$ cat config.mk
export PLATFORM = sky130hd
export DESIGN_NAME = wavelet_obuff_reader
export DESIGN_NICKNAME = d
export VERILOG_FILES = /design/src/rtl/wavelet_core_pkg.sv /design/src/rtl/obuff_rd_addr_counter.sv /design/src/rtl/wavelet_obuff_reader.sv
export SDC_FILE = /design/constraint.sdc
export NUM_CORES = 1
export LEC_CHECK = 0
export CAP_MARGIN = 15
export CORE_MARGIN = 2
export CORE_UTILIZATION = 41
export DETAILED_ROUTE_END_ITERATION = 10
export PLACE_DENSITY_LB_ADDON = 0.3
export RECOVER_POWER = 50
export SLEW_MARGIN = 5
export SYNTH_ARGS = -nofsm -noshare
export SYNTH_HDL_FRONTEND = slang
export SYNTH_SLANG_ARGS = --single-unit
$ cat constraint.sdc
create_clock -name clk -period 2.8 [get_ports clk]
set_input_delay 0.42 -clock clk [delete_from_list [all_inputs] [get_ports clk]]
set_output_delay 0.42 -clock clk [all_outputs]
set_load 0.005 [all_outputs]
$ cat src/rtl/wavelet_core_pkg.sv
// Types and constants shared by the wavelet core host-side blocks.
package wavelet_core_pkg;

    localparam int DEFAULT_OBUFF_CELL_COUNT = 4096;

    typedef enum logic [2:0] {
        RD_IDLE,
        RD_FETCH,
        RD_LOAD,
        RD_HOLD,
        RD_FINISH
    } obuff_rd_state_t;

endpackage

$ cat src/rtl/obuff_rd_addr_counter.sv
// obuff read address counter: latches a clipped cell count on clear, advances on cen,
// and flags the final cell so the reader never wraps past count-1.
module obuff_rd_addr_counter #(
    parameter int CELL_COUNT = 4096,
    parameter int ADDR_WIDTH = $clog2(CELL_COUNT)
) (
    input  logic                  clk,
    input  logic                  rst,
    input  logic                  clear,
    input  logic                  cen,
    input  logic [ADDR_WIDTH:0]   count_in,
    output logic [ADDR_WIDTH-1:0] addr,
    output logic                  last
);

    localparam logic [ADDR_WIDTH:0] MAX_COUNT = (ADDR_WIDTH+1)'(CELL_COUNT);

    logic [ADDR_WIDTH:0] count;

    always_ff @(posedge clk) begin
        if (rst) begin
            addr  <= '0;
            count <= '0;
        end else if (clear) begin
            addr  <= '0;
            count <= (count_in > MAX_COUNT) ? MAX_COUNT : count_in;
        end else if (cen) begin
            addr  <= addr + 1'b1;
        end
    end

    // Compare one bit wider than addr so the last cell of a full buffer still matches.
    assign last = ({1'b0, addr} + (ADDR_WIDTH+1)'(1)) == count;

endmodule

$ cat src/rtl/wavelet_obuff_reader.sv
// Host-side drain engine for the wavelet core obuff: prefetches each coefficient into the
// core output register and advances one cell per host read strobe.
module wavelet_obuff_reader #(
    parameter int OUTPUT_WIDTH     = 32,
    parameter int OBUFF_CELL_COUNT = wavelet_core_pkg::DEFAULT_OBUFF_CELL_COUNT,
    parameter int OBUFF_ADDR_WIDTH = $clog2(OBUFF_CELL_COUNT)
) (
    input  logic                        clk,
    input  logic                        rst,
    input  logic                        core_read_start,
    output logic                        clear_core_read_start,
    input  logic [OBUFF_ADDR_WIDTH:0]   obuff_valid_count,
    input  logic                        core_output_reg_en_pulse,
    input  logic                        pause_work,
    output logic                        obuff_r_en,
    output logic [OBUFF_ADDR_WIDTH-1:0] obuff_r_addr,
    input  logic [OUTPUT_WIDTH-1:0]     obuff_r_data,
    output logic [OUTPUT_WIDTH-1:0]     core_output_data,
    output logic                        core_output_valid,
    output logic                        read_busy,
    output logic                        read_done,
    output logic                        read_underrun
);
    import wavelet_core_pkg::*;

    obuff_rd_state_t state;
    logic            strobe;
    logic            last_cell;
    logic            cnt_clear;
    logic            cnt_cen;

    // A paused strobe is dropped entirely: it neither advances nor counts as an underrun.
    assign strobe    = core_output_reg_en_pulse && !pause_work;
    assign cnt_clear = !pause_work && (state == RD_IDLE) && core_read_start;
    assign cnt_cen   = strobe && (state == RD_HOLD) && !last_cell;

    obuff_rd_addr_counter #(
        .CELL_COUNT (OBUFF_CELL_COUNT),
        .ADDR_WIDTH (OBUFF_ADDR_WIDTH)
    ) u_addr_counter (
        .clk      (clk),
        .rst      (rst),
        .clear    (cnt_clear),
        .cen      (cnt_cen),
        .count_in (obuff_valid_count),
        .addr     (obuff_r_addr),
        .last     (last_cell)
    );

    always_ff @(posedge clk) begin
        if (rst) begin
            state             <= RD_IDLE;
            core_output_data  <= '0;
            core_output_valid <= 1'b0;
            read_underrun     <= 1'b0;
        end else if (!pause_work) begin
            unique case (state)
                RD_IDLE: begin
                    if (core_read_start) begin
                        read_underrun <= 1'b0;
                        state         <= (obuff_valid_count == '0) ? RD_FINISH : RD_FETCH;
                    end
                end
                RD_FETCH: begin
                    if (strobe) read_underrun <= 1'b1;
                    state <= RD_LOAD;
                end
                RD_LOAD: begin
                    core_output_data  <= obuff_r_data;
                    core_output_valid <= 1'b1;
                    if (strobe) read_underrun <= 1'b1;
                    state <= RD_HOLD;
                end
                RD_HOLD: begin
                    if (strobe) begin
                        core_output_valid <= 1'b0;
                        state             <= last_cell ? RD_FINISH : RD_FETCH;
                    end
                end
                RD_FINISH: begin
                    if (strobe) read_underrun <= 1'b1;
                    core_output_valid <= 1'b0;
                    state             <= RD_IDLE;
                end
                default: state <= RD_IDLE;
            endcase
        end
    end

    // Pulses are gated by pause so a frozen FINISH still yields exactly one pulse.
    assign obuff_r_en            = (state == RD_FETCH) && !pause_work;
    assign read_done             = (state == RD_FINISH) && !pause_work;
    assign clear_core_read_start = (state == RD_FINISH) && !pause_work;
    assign read_busy             = (state == RD_FETCH) || (state == RD_LOAD) || (state == RD_HOLD);

endmodule

* Word level (Yosys, flattened, before mapping)
Index checks and enable logic that the tools add are counted.
Storage, ports and cells: memory bits (writable) 0, output and inout port bits 50, memories kept 0, flip-flop bits (word level) 62, latch bits 0, ROM bits 0, logic and storage cells 50, input port bits 50
Cells by class: multiplexer cells 11, bitwise gates (word level) 1, $mul 0, add/sub/neg operators 2, div/mod/pow operators 0, magnitude comparators 1, equal/unequal tests 8, shift operators 0, reductions and logical operators 21
Operators by type and width (number):
- adder 12 x 1 -> 13 bit, second input constant | 1
- == test 13 bit | 1
- > comparator 13 bit, second input constant | 1
- logical NOT 13 bit | 1
- two-way mux 13 bit | 1
- adder 12 x 1 -> 12 bit, second input constant | 1
- two-way mux 3 bit | 4
- case mux 3 bit (4 select lines) | 1
- logical AND 1 bit | 7
- == test 3 x 2 -> 1 bit, second input constant | 2
- AND reduction 3 bit | 2
- inequality test 2 bit, second input constant | 2
- AND reduction 4 bit | 1
- == test 3 x 1 -> 1 bit, second input constant | 1
- == test 3 bit, second input constant | 1
- logical NOT 3 bit | 1
- two-way mux 1 bit | 3
- case mux 1 bit (3 select lines) | 1
- nonzero test 3 bit | 1
- OR reduction 3 bit | 1
- logical NOT 1 bit | 2
- logical OR 1 bit | 2
- inequality test 2 x 1 -> 1 bit, second input constant | 1
- case mux 1 bit (2 select lines) | 1
- other kinds (4) | 4

* Longest topological paths before layout
word-level depth 5, depth in mapped cells 10, gate-level depth less buffers 8

* Modules after synthesis
A second synthesis with hierarchy kept.
Unflattened totals: cells, all modules 343, area total of the unflattened synthesis 2881.5 um^2
Modules (own cells, without submodules):
- wavelet_obuff_reader | area each 1546.5 um^2, instances 1, cells each 194
- obuff_rd_addr_counter | area each 1335.0 um^2, instances 1, cells each 149

* Worst setup path after synthesis
Ideal clock, no wire load.
path kind register to register, from register u_addr_counter.addr[1], to register u_addr_counter.addr[9], period minus slack after synthesis 2.625 ns, arrival 2.553 ns, required time 2.728 ns, stages on the path, launching flop included 11, setup time 0.072 ns, setup slack 0.175 ns, cells stage by stage dfxtp_1 ha_1 clkbuf_1 nand3_1 or3_2 mux2i_1 a21o_2 and4_4 buf_4 nor4b_1 mux2i_1
Between the ends: word-level cells in the longest chain between the ends 4, elaborated cells between the ends (all ways) 5
RTL lines:
- start, declared | line obuff_rd_addr_counter.sv:12 | output logic [ADDR_WIDTH-1:0] addr,
- start signal, assigned | line obuff_rd_addr_counter.sv:28 | addr <= addr + 1'b1;
- adder 12 x 1 -> 13 bit | line obuff_rd_addr_counter.sv:33 | assign last = ({1'b0, addr} + (ADDR_WIDTH+1)'(1)) == count;
- == test 13 bit | line obuff_rd_addr_counter.sv:33
- logical NOT 1 bit | line wavelet_obuff_reader.sv:35 | assign cnt_cen = strobe && (state == RD_HOLD) && !last_cell;
- logical AND 1 bit | line wavelet_obuff_reader.sv:35
Parallel ways exist; a longest one is shown, timed or not. A chain may end at the register's enable or synchronous reset.

* Worst setup path after layout
from register u_addr_counter.addr[2], to register u_addr_counter.addr[5]
Same word-level chain as after synthesis.

==> reports/results.ini <==
[status]
status = complete, no violations

[placed_design]
post-place-ws_ns = 0.225
hpwlAfterDp_mm = 5.82
dpl_cell_area_um2 = 4010
post-place-cells = 548
portBuffers = 99
gp_congestion = 0.934

[cts]
post_cts_buffers = 0
clk_latency_ns = 0.34
cts_hold_buf = 0
cts_tree = done
ctsResizeCount = 0
cts_sinks = 62
clock_tree.root_cell = clkbuf_8
clkSlewWorstSetupHoldPaths_ns = 0.07
cts_inserted_buffers = 9
cts_max_path_buffers = 2
htree_num_levels = 3

[final_layout]
layout.nets = 514
area.growth.synth_to_final_pct = 43.7
finish.instance_area_um2 = 4220
nFillCells = 613
final_cells = 564
antennaDiodeCount = 0
drive_gt1_frac = 0.0791

[yosys]
yosysWarnings = 0
ys_types = 47
syn_inst = 364
async_reset_ff_frac = 0
avgSynthCellArea_um2 = 8.07
synth_seq_area_share = 0.422
ys_seq_elements = 62
synth-edff-count = 0
syn_nets = 415
synthFlopType = dfxtp_1
syn_area_um2 = 2940

[critical_path]
arrival_ns = 2.85
cp_slowest_cell = dfxtp_1
cp_max_fo = 12
crit_top_cell = nand4_1
crit_required_ns = 3.04
max_stage_delay_ns = 0.56
worstSetupPathType = register to register
critPathCaptureType = register
critical_path.cell_chain = nand4_1, a2111oi_0, o21ai_0, a2111oi_2, nand4_1, and4_1, o21a_1
startpoint_type = register

[global_routing]
grt_start_max_net_pins = 25
grt_pass1_vias = 2747
antenna_found_initial = 0
grt_pass1_wl_mm = 13.0
grt_usage = 0.214
grt_overflow = 0

[timing]
maxSlewViolCount = 0
setup_viol = 0
rsz0062_at_grt = no
fin_crit_ns = 2.62
layout_setup_ws_ns = 0.184
maxSlewHeadroom = 0.423
clock_skew_ns = 0.00893
hold_viol = 0
tightest_slew_ns = 0.866
fmax_mhz = 382
min_period_over_period = 0.934
tns_ns = 0

[power_and_ir_drop]
p_leak_nw = 1.58
fin_total_pwr_mw = 2.00
power.density_nw_per_um2 = 475
peakVddDrop_mv = 0.316

[drt]
drcViolationCount = 0
drt_iter0_drc = 241
wl_per_cell_um = 14.1
totalWireLength_mm = 7.97
routed_via_density = 5.16
drtAntennaViolNets = 0
drt_pre_antenna_iters = 4
vias = 2910

[die]
fp.dieArea_um2 = 7860
ioPinCount = 100
die_y_um = 88.7
initial_core_util = 0.428
core_area_um2 = 6870
rows = 30
dieWidth_um = 88.7

[worst_hold_path]
hp-class = register to register

[job]
maxCapViolCount = 0

[placed cells by master, fill, tap and decap left out, types with 3 or more instances in the layout]
cell and count:
nand2_1 85, clkdlybuf4s50_1 64, dfxtp_1 62, a21oi_1 46, dlygate4sd3_1 35, nor2_1 18, a22o_1 12, buf_4 12
xnor2_1 10, nand3_1 9, o21ai_0 9, mux2i_1 9, clkbuf_8 9, nor3_1 8, nor4_1 7, inv_1 5
nand2b_1 5, xor2_1 5, or3_1 5, nand4_1 4, and4_1 4, o31ai_1 4, a211oi_1 3, or4_1 3
clkbuf_1 3
[per-stage QoR]
stage / hold slack, ns / util
floorplan: 0.453 / -
global placement: 0.442 / 0.584
detailed placement: 0.448 / 0.584
CTS: 0.457 / 0.615
global route: 0.478 / 0.614
finish: 0.451 / 0.614
[cell families (layout without fill, tap and decap cells)]
logic type	after synthesis	after routing	share of synthesized area
simple gates	162	162	0.263
compound gates	85	85	0.179
flops	62	62	0.422
buf+inv	30	134	0.0558
xor+xnor	15	15	0.0447
mux	9	9	0.0307
fa+ha+maj	1	1	0.00426
[cells in the mapped netlist, types with 2 or more instances]
library cell,count,share of area
nor3_1,9,0.015
or3_2,2,0.0051
o31ai_1,4,0.010
and3_1,2,0.0043
nand4_1,4,0.0085
dfxtp_1,62,0.42
buf_2,2,0.0034
or4_1,3,0.0077
buf_4,4,0.010
o21ai_0,9,0.015
nor4_1,7,0.015
a22o_1,12,0.036
a2111oi_0,2,0.0060
xor2_1,5,0.015
or3_1,5,0.011
xnor2_1,10,0.030
nand3_1,9,0.015
nor2_1,18,0.023
and4_1,4,0.012
nand2b_1,5,0.011
a211oi_1,3,0.0077
buf_6,2,0.0077
a21oi_1,46,0.078
inv_1,5,0.0064
o21a_1,2,0.0051
a31oi_1,2,0.0043
mux2i_1,9,0.031
nand2_1,85,0.11
clkbuf_1,14,0.018
[final cells by class]
cell class,count,area [µm²],area share
Timing Repair Buffer,113,1090,0.258
Inverter,5,18.8,0.00445
Tap cell,96,120,0.0285
Clock buffer,10,128,0.0302
Sequential cell,62,1240,0.294
Multi-Input combinational cell,272,1540,0.364
Clock inverter,6,86.3,0.0205
[state kept, by name, indices dropped and copies added, names as in the netlist]
signal and count:
core_output_data 32, u_addr_counter.count 13, u_addr_counter.addr 12, state 3, core_output_valid 1, read_underrun 1
[final timing paths]
path                          start                     end  slack (ns)  cells past startpoint
min reg2reg    core_output_data[24]    core_output_data[24]        0.45                      2
max          u_addr_counter.addr[2]  u_addr_counter.addr[5]        0.18                      7
min            core_output_data[24]    core_output_data[24]        0.45                      2
max reg2reg  u_addr_counter.addr[2]  u_addr_counter.addr[5]        0.18                      7
[metal layers]
layer | track usage | vias to the layer above | routed length [µm]
met2 | 0.329 | 83 | 3890
met1 | 0.277 | 1345 | 3480
met4 | 0.0799 | 0 | 53
met5 | 0 | - | 0
li1 | - | 1477 | -
met3 | 0.0728 | 5 | 553
[power breakdown]
| part | internal [mW] | total [mW] | switching (mW) |
|---|---|---|---|
| clock | 0.500 | 0.855 | 0.355 |
| sequential | 0.904 | 0.921 | 0.0169 |
| combinational | 0.126 | 0.227 | 0.101 |
| total | 1.53 | 2.00 | 0.473 |
[worst max-delay path: cells and delay by family, from the launching register on]
kind	cells	cell delay, ns
compound gates	4	1.14
flops	1	0.56
simple gates	3	0.80
Power figures use the tool's default switching activity.
